**src/rtl/instr_sequencer.sv**
```systemverilog
// Program sequencer: loadable program store, in-order fetch, valid/ready issue to the core.
// Interprets JMP (4'hE) and HALT (4'hF) locally and forwards every other word unchanged.
module instr_sequencer #(
    parameter int unsigned AW = 5
) (
    input  logic          clk,
    input  logic          rst,
    input  logic          load_en_i,
    input  logic [AW-1:0] load_addr_i,
    input  logic [0:11]   load_data_i,
    input  logic          start_i,
    input  logic          abort_i,
    input  logic          instr_ready_i,
    output logic [0:11]   instr_out_o,
    output logic          instr_valid_o,
    output logic [AW-1:0] pc_o,
    output logic          busy_o,
    output logic          halted_o,
    output logic          err_o
);

    localparam int unsigned DW    = 12;
    localparam int unsigned DEPTH = 2 ** AW;
    localparam logic [AW-1:0] PC_LAST = {AW{1'b1}};
    localparam logic [3:0] OP_JMP  = 4'hE;
    localparam logic [3:0] OP_HALT = 4'hF;

    localparam logic [1:0] S_IDLE  = 2'd0;
    localparam logic [1:0] S_FETCH = 2'd1;
    localparam logic [1:0] S_ISSUE = 2'd2;
    localparam logic [1:0] S_HALT  = 2'd3;

    logic [1:0]    state_q, state_d;
    logic [AW-1:0] pc_q, pc_d;
    logic [0:DW-1] ir_q, ir_d;
    logic [0:DW-1] out_q, out_d;
    logic          valid_q, valid_d;
    logic          err_q, err_d;
    logic          busy_q, busy_d;
    logic          halted_q, halted_d;

    logic [0:DW-1] mem [DEPTH];
    logic [0:DW-1] rd_word;
    logic          can_load;
    logic          rd_is_ctrl;

    assign can_load   = (state_q == S_IDLE) || (state_q == S_HALT);
    assign rd_word    = mem[pc_q];
    assign rd_is_ctrl = (rd_word[0:3] == OP_JMP) || (rd_word[0:3] == OP_HALT);

    // Program store is not reset; writes only while not executing
    always_ff @(posedge clk) begin
        if (load_en_i && can_load) begin
            mem[load_addr_i] <= load_data_i;
        end
    end

    always_ff @(posedge clk or posedge rst) begin
        if (rst) begin
            state_q  <= S_IDLE;
            pc_q     <= '0;
            ir_q     <= '0;
            out_q    <= '0;
            valid_q  <= 1'b0;
            err_q    <= 1'b0;
            busy_q   <= 1'b0;
            halted_q <= 1'b0;
        end else begin
            state_q  <= state_d;
            pc_q     <= pc_d;
            ir_q     <= ir_d;
            out_q    <= out_d;
            valid_q  <= valid_d;
            err_q    <= err_d;
            busy_q   <= busy_d;
            halted_q <= halted_d;
        end
    end

    // Control words are decoded at fetch time so they never raise instr_valid
    always_comb begin
        state_d = state_q;
        pc_d    = pc_q;
        ir_d    = ir_q;
        out_d   = out_q;
        valid_d = valid_q;
        err_d   = err_q;
        if (abort_i) begin
            state_d = S_IDLE;
            valid_d = 1'b0;
            out_d   = '0;
        end else begin
            case (state_q)
                S_IDLE, S_HALT: begin
                    if (start_i) begin
                        pc_d    = '0;
                        err_d   = 1'b0;
                        state_d = S_FETCH;
                    end
                end
                S_FETCH: begin
                    ir_d    = rd_word;
                    state_d = S_ISSUE;
                    if (!rd_is_ctrl) begin
                        valid_d = 1'b1;
                        out_d   = rd_word;
                    end
                end
                default: begin
                    if (ir_q[0:3] == OP_HALT) begin
                        state_d = S_HALT;
                    end else if (ir_q[0:3] == OP_JMP) begin
                        pc_d    = AW'(ir_q[4:11]);
                        state_d = S_FETCH;
                    end else if (instr_ready_i) begin
                        valid_d = 1'b0;
                        out_d   = '0;
                        if (pc_q == PC_LAST) begin
                            err_d   = 1'b1;
                            state_d = S_HALT;
                        end else begin
                            pc_d    = pc_q + AW'(1);
                            state_d = S_FETCH;
                        end
                    end
                end
            endcase
        end
        busy_d   = (state_d == S_FETCH) || (state_d == S_ISSUE);
        halted_d = (state_d == S_HALT);
    end

    assign instr_out_o   = out_q;
    assign instr_valid_o = valid_q;
    assign pc_o          = pc_q;
    assign busy_o        = busy_q;
    assign halted_o      = halted_q;
    assign err_o         = err_q;

endmodule
```
**config.mk**
```make
export PLATFORM = sky130hd
export DESIGN_NAME = instr_sequencer
export DESIGN_NICKNAME = d
export VERILOG_FILES = /design/src/rtl/instr_sequencer.sv
export SDC_FILE = /design/constraint.sdc
export NUM_CORES = 1
export LEC_CHECK = 0
export ABC_CLOCK_PERIOD_IN_PS = 4200
export CAP_MARGIN = 15
export CORE_ASPECT_RATIO = 1.1
export CORE_MARGIN = 1.5
export CORE_UTILIZATION = 65
export CTS_CLUSTER_SIZE = 25
export DETAILED_ROUTE_END_ITERATION = 10
export PLACE_DENSITY = 0.83
export SETUP_SLACK_MARGIN = 0.02
export SYNTH_ARGS = -nofsm -noshare
export SYNTH_HDL_FRONTEND = slang
export SYNTH_SLANG_ARGS = --single-unit
export TNS_END_PERCENT = 50
```
**constraint.sdc**
```tcl
create_clock -name clk -period 4.2 [get_ports clk]
set_input_delay 1.05 -clock clk [delete_from_list [all_inputs] [get_ports clk]]
set_output_delay 1.05 -clock clk [all_outputs]
set_load 0.02 [all_outputs]
```
# Word-level counts from Yosys, hierarchy flattened
# Memory sizes are Yosys's and may differ from the RTL's.
# Cells that the tools add are included.
dict set report classes {
  n_mux 33
  div_mod_pow 0
  shifts 0
  bitwise 2
  n_addsub 1
  eq_ne 18
  n_reduce_logical 14
  mul 0
  order_cmp 0
}
# cell n
set ops {}
lappend ops {{$mux 12} 5}
lappend ops {{$mux 5} 5}
lappend ops {{$pmux 12 s2} 1}
lappend ops {{$eq 4x4->1 const B} 4}
lappend ops {{$mux 1} 12}
lappend ops {{$mux 2} 6}
lappend ops {{$pmux 5 s2} 1}
lappend ops {{$ne 3x2->1 const B} 3}
lappend ops {{$reduce_and 7->1} 1}
lappend ops {{$eq 2x2->1 const B} 3}
lappend ops {{$reduce_and 6->1} 1}
lappend ops {{$reduce_bool 3->1} 2}
lappend ops {{$add 5x1->5 const B} 1}
lappend ops {{$eq 5x5->1 const B} 1}
lappend ops {{$reduce_and 5->1} 1}
lappend ops {{$eq 2x1->1 const B} 2}
lappend ops {{$ne 2x1->1 const B} 2}
lappend ops {{$ne 2x2->1 const B} 2}
lappend ops {{$pmux 1 s2} 2}
lappend ops {{$pmux 2 s2} 1}
lappend ops {{$reduce_bool 2->1} 2}
lappend ops {{$logic_or 1x1->1} 3}
lappend ops {{$ne 3x3->1 const B} 1}
lappend ops {{$logic_not 2->1} 1}
lappend ops {{other kinds (4)} 5}
dict set report word_totals {
  out_inout_bits 21
  romBits 0
  in_bits 23
  mem_bits_rw 384
  ff_bits 35
  latchBits 0
  n_memories 1
}
# name depth word_bits rd rd_ports_with_merged_regs write_ports line_no
set mem_list {}
lappend mem_list {mem 32 12 1 0 1 42} ;# logic [0:DW-1] mem [DEPTH];

# Logic depth before layout (Yosys ltp)
# Gate-level depths: netlist of the first run.
dict set report logic_depth {
  word_depth 9
  depth_mapped 11
  depth_no_buf 8
}

# Least setup slack after synthesis of the first run
# No wires, ideal clock.
dict set report synth_timing {
  kind {reg-to-reg}
  start {register pc_q[0], in the netlist pc_o[0]}
  end {register out_q, in the netlist instr_out_o[10]}
  setup_slack_ns 1.604
  synth_period_minus_slack_ns 2.596
  required_ns 4.075
  path_stages_with_launch 10
  arrival_time_ns 2.470
  path_cell_list {dfrtp_1 > buf_6 > buf_8 > mux4_1 > mux2i_1 > mux2i_1 > o32a_2 > a31oi_4 > buf_12 > mux2_4}
}
dict set report synth_via {
  elab_chain_len 5
}
# item line_no
set synth_lines {}
lappend synth_lines {{from (decl)} 34} ;# logic [AW-1:0] pc_q, pc_d;
lappend synth_lines {{from (signal assigned)} 70} ;# pc_q <= pc_d;
lappend synth_lines {{$mem_v2 32x12 *} n/a}
lappend synth_lines {{$eq 4x4->1} 49} ;# assign rd_is_ctrl = (rd_word[0:3] == OP_JMP) || (rd_word[0:3] == OP_HALT);
lappend synth_lines {{$logic_or 1x1->1} 49}
lappend synth_lines {{$ne 3x3->1 (no source line)} n/a}
lappend synth_lines {{$reduce_and 5->1 (no source line)} n/a}
lappend synth_lines {{to (signal assigned)} 72} ;# out_q <= out_d;
lappend synth_lines {{to (decl)} 36} ;# logic [0:DW-1] out_q, out_d;
# Mark *: on every way between the ends. The rest lies on a longest branch, timed or not. The select of a mux whose other input is x is not followed.
# A chain may end at the register's enable or synchronous reset.

# Worst setup path after layout of the first run
dict set report layout_timing {
  start {register pc_q[0], in the netlist pc_o[0]}
  end {output port pc_o[0]}
}
# item line_no
set layout_lines {}
lappend layout_lines {{to (decl)} 16} ;# output logic [AW-1:0] pc_o,
# No word-level cell between the ends.

==> key figures, run 1 <==
Status
  • Outcome: complete, no violations

Place
  • Placed instance area: 17,500 µm²
  • Post-DP HPWL: 23.5 mm
  • Placed insts: 1,212
  • PortBufs: 43
  • RD Place Congestion: 0.896

Route
  • Drt total wl: 40.3 mm
  • Drt first pass iters: 7
  • Remaining DRCs: 0
  • WL per Instance: 31.3 µm
  • Antenna-violating nets left: 0
  • Drt initial violations: 1,326
  • Routed vias: 9,102
  • DR vias/cell: 7.07

Floorplanning
  • Core Footprint: 24,700 µm²
  • Initial Util: 66.8%
  • Die area: 26,300 µm²
  • FP Rows: 60
  • DIE HEIGHT: 170 µm
  • Top Ports: 44
  • Die extent in x: 155 µm

STA
  • Final Hold Vio Count: 0
  • Worst-margin pin slew: 1220 ps
  • Final setup viols: 0
  • Final Max Tran Viols: 0
  • Crit path time final: 3790 ps
  • Setup TNS Final: 0 ps
  • Part of the cycle the worst path needs: 90.2%
  • Clock skew: 16.4 ps
  • Unrepaired setup endpoints after global routing: false
  • FMAX: 264 MHz
  • Relative slew slack: 18.4%

Logic synthesis
  • Post-synthesis sequential element count: 416
  • Yosys top cell area share: 69.9%
  • Ranking of synthesized cells by area: edfxtp_1 70%, mux4_2 8.6%, dfrtp_1 4.9%
  • Number of synthesized flops with an enable pin: 384
  • Synth Net Count: 873
  • Largest area contributor in the netlist: edfxtp_1
  • Avg Cell Area, Syn: 19.5 µm²
  • Mapped Area: 16,500 µm²
  • Ys flop type: edfxtp_1
  • Post-synthesis cell count: 845
  • Post-synthesis sequential area ratio: 74.8%
  • Yosys Warn Count: 0
  • Fraction of registers with async set/reset: 7.69%
  • Netlist cell types: 53

Worst setup path
  • CP startpoint kind: flip-flop
  • CP Data Required Time: 3150 ps
  • Crit Path Max Fanout: 29
  • Critical path capture point type: primary output
  • WP data arrival: 2740 ps
  • Setup CP Type: reg -> out

Clocking
  • Depth of the CTS H-tree: 2
  • CTS root buffer: clkbuf_16
  • CTS-repair resized insts: 0
  • CTS tree: built
  • Hold-fix buffers, CTS: 0
  • Clock buffer depth: 3
  • Num CTS Buffers: 39
  • Postcts setup bufs: 0
  • Clock latency on the worst-skew pair: 530 ps
  • Clk slew on worst S/H paths: 60 ps
  • Sinks on Clock Net: 416

Layout
  • Diode count: 0
  • Commonest non-fill, non-tap cells in the layout: 384 x edfxtp_1, 63 x mux4_2, 52 x buf_4
  • Share of layout cells above drive strength 1: 21.8%
  • Synth-to-layout area growth: 14.5%
  • Post-layout util: 76.4%
  • Most common cell after layout, fill and taps aside: edfxtp_1
  • Fin area: 18,900 µm²
  • Final #Nets: 976
  • Finished Layout Cells: 1,288

GRT
  • Global-route usage over all layers: 31.5%
  • Initial antenna violation count: 0
  • Total gr overflow: 0
  • Vias in the first global route: 9,226
  • First-pass GRT wire length: 59.0 mm
  • Largest net degree at the start of global routing: 38

Pwr
  • Total power per unit cell area: 552 nW/µm²
  • Tot Pwr: 10.4 mW
  • Static Leakage: 6.20 nW
  • Peak supply drop: 0.339 mV

Min path
  • Hold WC Path Type: reg -> reg

Flow run
  • Max cap viols: 0
==> flip-flops by register name, indices dropped and copies added, names as in the netlist <==
signal and cells:
instr_out_o 12, state_q 2, busy_o 1, mem 384, halted_o 1, err_o 1, ir_q 9, pc_o 5
instr_valid_o 1
==> Yosys cell counts (7+ instances only) <==
cell type	instances
clkbuf_1	13
mux4_1	11
mux4_2	63
inv_1	7
a21oi_1	24
nor2b_1	13
a221oi_1	11
o21ai_0	8
nand2_1	40
a22oi_1	8
nor2_1	50
a21o_1	7
mux2_4	8
o22ai_1	7
buf_6	8
mux2i_1	40
a211oi_1	10
dfrtp_1	32
edfxtp_1	384
mux2_2	15
buf_2	12
==> critical path, cell delays in order, from the launching register on <==
cell and delay, ps:
dfrtp_4 840, buf_12 320, buf_4 360, clkdlybuf4s50_1 670
==> per-layer routing <==
layer  vias up  track usage (%)  part of all wire, %  wire length [µm]
met2       789             51.3                   48             19600
met4         0             12.5                  4.5              1810
met3       140             7.13                   12              4650
met1      4515             42.0                   35             14300
li1       3658                -                    -                 -
met5         -                0                    0                 0
==> power breakdown <==
group          internal, mW  switching [mW]
combinational         0.869            1.05
sequential             4.67           0.194
clock                  2.15            1.48
==> per-stage QoR <==
stage	worst slack, ps	hold WS (ps)
3_3_place_gp	556	482
5_1_grt	333	516
4_1_cts	420	496
6_report	412	499
2_1_floorplan	1600	450
3_5_place_dp	450	490
==> path summary, 6_finish.rpt <==
kind	slack, ps	depth (start not counted)	start	endpoint
worst min register to register	500	1	ir_q[11]$_DFFE_PP0P_	ir_q[11]$_DFFE_PP0P_
max in group asynchronous	2510	2	rst	pc_o[0]$_DFFE_PP0P_
worst max register to register	810	6	pc_o[0]$_DFFE_PP0P_	instr_valid_o$_DFFE_PP0P_
worst min-delay path	500	1	ir_q[11]$_DFFE_PP0P_	ir_q[11]$_DFFE_PP0P_
worst max-delay path	410	3	pc_o[0]$_DFFE_PP0P_	pc_o[0]
min in group asynchronous	1040	2	rst	ir_q[1]$_DFFE_PP0P_
==> cell families after synthesis <==
family | count (synthesis) | synth area share, %
flops | 416 | 74.8
mux | 137 | 14.5
simple gates | 136 | 3.83
compound gates | 105 | 4.69
buf+inv | 46 | 1.78
fa+ha+maj | 5 | 0.379
==> layout make-up <==
class	count	area [µm²]
clock buffers	47	1050
clock inverters	24	263
fillers	1221	5820
inverters	7	26.3
multi-input cells	383	3860
flip-flops and latches	416	12300
well taps	310	388
repair buffers	101	953
(Power assumes the default switching activity.)
==> run 2: changes to the inputs <==
--- a/config.mk
+++ b/config.mk
@@ -12,6 +12,7 @@
 export CORE_UTILIZATION = 65
 export CTS_CLUSTER_SIZE = 25
 export DETAILED_ROUTE_END_ITERATION = 10
+export GPL_TIMING_DRIVEN = 1
 export PLACE_DENSITY = 0.83
 export SETUP_SLACK_MARGIN = 0.02
 export SYNTH_ARGS = -nofsm -noshare
==> results of run 2 <==
No change in the layout: final DEF, timing and power equal those of run 1.
